**src/rtl/magnitude_search.sv**
```systemverilog
// Successive-approximation search that drives a trial operand into an external
// magnitude comparator. Optional macro MAGNITUDE_SEARCH_CHECK_EN flags non-one-hot verdicts.
module magnitude_search #(
    parameter int WIDTH = 4
) (
    input  logic             clk,
    input  logic             rst,
    input  logic             start,
    output logic [WIDTH-1:0] guess,
    input  logic             gt,
    input  logic             lt,
    input  logic             eq,
    output logic             busy,
    output logic             done,
    output logic             found,
    output logic [WIDTH-1:0] result,
    output logic             err
);

    localparam logic [1:0] S_IDLE   = 2'd0;
    localparam logic [1:0] S_SEARCH = 2'd1;
    localparam logic [1:0] S_DONE   = 2'd2;

    localparam logic [WIDTH-1:0] ALL_ONES = '1;

    logic [1:0]       r_state;
    logic [WIDTH-1:0] r_lo;
    logic [WIDTH-1:0] r_hi;
    logic [WIDTH-1:0] r_guess;
    logic [WIDTH-1:0] r_result;
    logic             r_found;
    logic             r_err;

    logic [1:0]       w_state_next;
    logic [WIDTH-1:0] w_lo_next;
    logic [WIDTH-1:0] w_hi_next;
    logic [WIDTH-1:0] w_guess_next;
    logic [WIDTH-1:0] w_result_next;
    logic             w_found_next;
    logic             w_err_next;

    logic             w_illegal;
    logic             w_take_eq;
    logic             w_take_gt;
    logic             w_take_lt;

    // Midpoint sums carry one extra bit so lo+hi never wraps before the halving.
    logic [WIDTH:0]   w_sum_init;
    logic [WIDTH:0]   w_sum_up;
    logic [WIDTH:0]   w_sum_dn;
    logic [WIDTH-1:0] w_mid_init;
    logic [WIDTH-1:0] w_mid_up;
    logic [WIDTH-1:0] w_mid_dn;

    assign w_sum_init = {1'b0, ALL_ONES};
    assign w_sum_up   = {1'b0, r_guess} + (WIDTH+1)'(1) + {1'b0, r_hi};
    assign w_sum_dn   = {1'b0, r_lo} + {1'b0, r_guess} - (WIDTH+1)'(1);
    assign w_mid_init = WIDTH'(w_sum_init >> 1);
    assign w_mid_up   = WIDTH'(w_sum_up >> 1);
    assign w_mid_dn   = WIDTH'(w_sum_dn >> 1);

`ifdef MAGNITUDE_SEARCH_CHECK_EN
    // Exactly one of three: odd parity rules out two set, the AND rules out all three.
    assign w_illegal = ~((gt ^ lt ^ eq) & ~(gt & lt & eq));
    assign w_take_eq = eq;
    assign w_take_gt = gt;
    assign w_take_lt = lt;
`else
    // Fixed priority eq > gt > lt; an empty verdict falls through to lt.
    assign w_illegal = 1'b0;
    assign w_take_eq = eq;
    assign w_take_gt = ~eq & gt;
    assign w_take_lt = ~eq & ~gt;
`endif

    always_comb begin
        w_state_next  = r_state;
        w_lo_next     = r_lo;
        w_hi_next     = r_hi;
        w_guess_next  = r_guess;
        w_result_next = r_result;
        w_found_next  = r_found;
        w_err_next    = r_err;
        case (r_state)
            S_IDLE: begin
                if (start) begin
                    w_lo_next    = '0;
                    w_hi_next    = ALL_ONES;
                    w_guess_next = w_mid_init;
                    w_state_next = S_SEARCH;
                end
            end
            S_SEARCH: begin
                if (w_illegal) begin
                    w_found_next = 1'b0;
                    w_err_next   = 1'b1;
                    w_state_next = S_DONE;
                end else if (w_take_eq) begin
                    w_result_next = r_guess;
                    w_found_next  = 1'b1;
                    w_err_next    = 1'b0;
                    w_state_next  = S_DONE;
                end else if (w_take_gt) begin
                    if (r_guess == r_hi) begin
                        w_found_next = 1'b0;
                        w_err_next   = 1'b0;
                        w_state_next = S_DONE;
                    end else begin
                        w_lo_next    = r_guess + WIDTH'(1);
                        w_guess_next = w_mid_up;
                    end
                end else if (w_take_lt) begin
                    if (r_guess == r_lo) begin
                        w_found_next = 1'b0;
                        w_err_next   = 1'b0;
                        w_state_next = S_DONE;
                    end else begin
                        w_hi_next    = r_guess - WIDTH'(1);
                        w_guess_next = w_mid_dn;
                    end
                end
            end
            S_DONE: begin
                w_state_next = S_IDLE;
            end
            default: begin
                w_state_next = S_IDLE;
            end
        endcase
    end

    always_ff @(posedge clk) begin
        if (rst) begin
            r_state  <= S_IDLE;
            r_lo     <= '0;
            r_hi     <= ALL_ONES;
            r_guess  <= '0;
            r_result <= '0;
            r_found  <= 1'b0;
            r_err    <= 1'b0;
        end else begin
            r_state  <= w_state_next;
            r_lo     <= w_lo_next;
            r_hi     <= w_hi_next;
            r_guess  <= w_guess_next;
            r_result <= w_result_next;
            r_found  <= w_found_next;
            r_err    <= w_err_next;
        end
    end

    assign guess  = r_guess;
    assign busy   = (r_state == S_SEARCH);
    assign done   = (r_state == S_DONE);
    assign found  = r_found;
    assign result = r_result;
    assign err    = r_err;

endmodule

```
**config.mk**
```make
export PLATFORM = sky130hd
export DESIGN_NAME = magnitude_search
export DESIGN_NICKNAME = d
export VERILOG_FILES = /design/src/rtl/magnitude_search.sv
export SDC_FILE = /design/constraint.sdc
export NUM_CORES = 1
export LEC_CHECK = 0
export ABC_CLOCK_PERIOD_IN_PS = 2180
export CORE_ASPECT_RATIO = 1.25
export CORE_UTILIZATION = 49
export DETAILED_ROUTE_END_ITERATION = 8
export GPL_TIMING_DRIVEN = 0
export MAX_ROUTING_LAYER = met4
export PLACE_DENSITY = 0.73
export SLEW_MARGIN = 20
export SYNTH_ARGS = -nofsm -noshare
export SYNTH_HDL_FRONTEND = slang
export SYNTH_SLANG_ARGS = --single-unit
```
**constraint.sdc**
```tcl
create_clock -name clk -period 2.18 [get_ports clk]
set_input_delay 0.436 -clock clk [delete_from_list [all_inputs] [get_ports clk]]
set_output_delay 0.436 -clock clk [all_outputs]
set_load 0.005 [all_outputs]
```
==> metrics.md <==
| Metric | Value |
|---|---|
| Status | `completed` |
| Maximum vdd drop | `430.0 uV` |
| Most common cell after layout, fill and taps aside | `inv_1` |
| CTS Hold Buffers Added | `0` |
| Critical path fanouts, max | `10` |
| # clock sinks | `19` |
| Net Sw Frac | `35.06%` |
| H-tree Lvls | `1` |
| Vias in the first global route | `1,007` |
| Leak | `0.0006536 uW` |
| Post-Route WL | `2.835 mm` |
| Die Wd | `48.27 um` |
| Hold EP | `result[3]$_SDFFE_PP0P_` |
| Max Slew Vio Count | `0` |
| P_sw | `336.6 uW` |
| FILL cells | `206` |
| Grt ovf | `0` |
| Die ar. | `0.002888 mm^2` |
| Largest net degree at the start of global routing | `12` |
| Critical Path Source | `r_state[1]$_SDFFE_PP0P_` |
| Inst Count DP | `195` |
| Clock share of power | `20.4%` |
| Effective utilization at floorplan | `52.93%` |
| Vias after detailed routing | `1,060` |
| Final Instance Count excl. Fillers | `202` |
| Clk buf depth | `2` |
| Tmin final | `2.082 ns` |
| Clock skew | `0.003731 ns` |
| Maxcap violations | `0` |
| CP max stage delay | `0.52 ns` |
| CTS buffer count | `3` |
| Final HPWL DP | `2.092 mm` |
| Global-route wire length before repair | `4.574 mm` |
| Seq/Total Area, Yosys | `29.01%` |
| Mapped Nets | `169` |
| # port buffers | `14` |
| Seq cells post-synth | `19` |
| Gate power share | `39.0%` |
| Reg-to-Reg Start | `guess[0]$_SDFFE_PP0P_` |
| Hold Path Origin | `result[3]$_SDFFE_PP0P_` |
| Async SR Flop Fraction | `0%` |
| Setup crit start kind | `register` |
| Io pins | `18` |
| Critical-path top delay cell | `clkdlybuf4s50_1` |
| Core area | `0.002477 mm^2` |
| Clock transition at the registers of the reported paths | `0.12 ns` |
| Routed vias/inst | `5.248` |
| Area of the mapped netlist | `0.001311 mm^2` |
| Hold depth | `2` |
| Slew margin rel. | `65.68%` |
| Die Ht | `59.84 um` |
| Fmax | `0.4804 GHz` |
| Critical Path AT | `1.65 ns` |
| Multi-input logic area | `857.1 um^2` |
| WP data required | `1.74 ns` |
| Initial antenna violation count | `0` |
| Row count | `20` |
| Worst-Skew Late Latency | `0.32 ns` |
| Area grow syn2layout | `22.71%` |
| Syn Area/Cell | `8.860 um^2` |
| TNS Setup | `0 ns` |
| Yosys warnings | `0` |
| Post-DRT Antenna Nets | `0` |
| Worst-case reg-to-reg path depth | `9` |
| Syn Inst Count | `148` |
| RSZ-0062 raised after global routing | `no` |
| Ys flop type | `dfxtp_1` |
| Power Dens Cells | `596.7 mW/mm^2` |
| Seq pwr share | `40.6%` |
| Setup violators final | `0` |
| Number of flops mapped to enable cells by yosys | `0` |
| Synth cell types | `38` |
| Final period util | `95.48%` |
| Hold WC Path Type | `reg -> reg` |
| Sequential cell area | `392.9 um^2` |
| Nets | `191` |
| Internal | `623.5 uW` |
| Cell family with most CP delay | `buffers and inverters` |
| Hold WS | `0.4679 ns` |
| Antenna Cells | `0` |
| Drc violations | `0` |
| FF-to-FF End | `guess[2]$_SDFFE_PP0P_` |
| Crit. End Element | `primary output` |
| Crit path cell chain | `nand2b_1 -> buf_4 -> inv_2 -> clkdlybuf4s50_1` |
| Wire per inst | `14.03 um` |
| R2R setup slack | `0.13 ns` |
| Critical path type | `reg -> out` |
| CTS tree | `done` |
| Core Util, Final | `64.95%` |
| Worst-Margin Slew | `0.5148 ns` |
| Hold Violations, Final | `0` |
| Commonest cells after routing, fill and taps aside | `inv_1, dfxtp_1, nor2_1, clkdlybuf4s50_1, ha_1` |
| Fraction of layout cells with a size suffix above 1 | `21.30%` |
| Buffers and inverters on the worst path | `3` |
| GRT Resource Usage Total | `23.53%` |
| Initial DRC Count | `20` |
| Placer Congestion | `0.9466` |
| Root Buffer | `clkbuf_4` |
| Drt pass-1 iters | `4` |
-- what timing repair did --
item	4_1_cts	5_1_grt
buffers inserted	1	3
resized for setup	6	9
pin swaps	0	1
endpoints found under the setup margin	9	8
-- power groups by stage --
stage	Combinational, uW	Clock (uW)	Sequential [uW]
after global routing	418	210	393
after detailed placement	320	0	397
after CTS	331	194	392
final	374	196	390
after global placement	310	0	396
after floorplan	233	0	392
-- worst max-delay path by stage --
stage	to	slack (ns)	depth (start not counted)
floorplan	guess[1]$_SDFFE_PP0P_	0.01	9
global placement	guess[1]$_SDFFE_PP0P_	-0.23	9
detailed placement	guess[1]$_SDFFE_PP0P_	-0.26	9
CTS	guess[1]$_SDFFE_PP0P_	-0.01	8
global route	guess[2]$_SDFFE_PP0P_	0.01	9
finish	busy	0.1	4
-- tightest hold or removal path, stage by stage, from the launching register on --
cell and delay (ns):
dfxtp_1 0.33, nand2_1 0.05, a21oi_1 0.06
-- sequential cells by signal, summed over array words and instances, names as in the netlist --
register  count
found         1
guess         4
r_hi          4
r_lo          4
r_state       2
result        4
-- synth_stat cells, drive strengths merged, types with 2 or more instances --
cell type	n	area [um^2]
xor2	2	17.52
nor2	14	52.55
o21bai	2	15.01
nand2	7	26.28
inv	19	71.31
mux2i	5	50.05
clkbuf	3	11.26
nand2b	5	38.78
ha	13	162.7
a21o	2	15.01
fa	2	40.04
nor2b	3	18.77
a211oi	5	47.54
nand3	3	15.01
xnor2	5	43.79
nor3	11	70.07
buf	4	41.28
o21ai	4	20.02
nor4	2	25.02
dfxtp	19	380.4
a21oi	7	35.03
-- per-stage QoR --
step                      instance area, um^2  setup WS, ns  total power [uW]
after CTS                                1536      -0.01358             917.7
after global placement                   1493       -0.2293             705.9
after detailed placement                 1493       -0.2629             717.0
after floorplan                          1311       0.01109             625.4
final                                    1609       0.09848             960.1
after global routing                     1609       0.01190              1021
-- cells by family after synthesis --
group	after synthesis	share of synthesized area (%)
compound gates	25	14.69
flops	19	29.01
xor+xnor	7	4.676
fa+ha+maj	15	15.46
other cells	1	0.2860
mux	5	3.817
buf+inv	26	9.445
simple gates	50	22.61
-- routing by layer --
| layer | part of all wire (%) | vias to the layer above | GRT usage (%) |
|---|---|---|---|
| met4 | 2.6 | 0 | 9.524 |
| li1 | - | 538 | - |
| met3 | 3.7 | 9 | 3.625 |
| met1 | 45 | 484 | 29.39 |
| met5 | 0 | - | - |
| met2 | 48 | 29 | 36.76 |
-- cell type report --
type                    instances  share of cell area [%]
plain buffers                   6                   3.033
inverters                      19                   4.432
multi-input cells             103                   53.27
flip-flops and latches         19                   24.42
clock inverters                 1                  0.3110
well taps                      33                   2.566
clock buffers                   3                   1.400
repair buffers                 18                   10.58
Note: power is estimated with default switching activity, not from simulation.
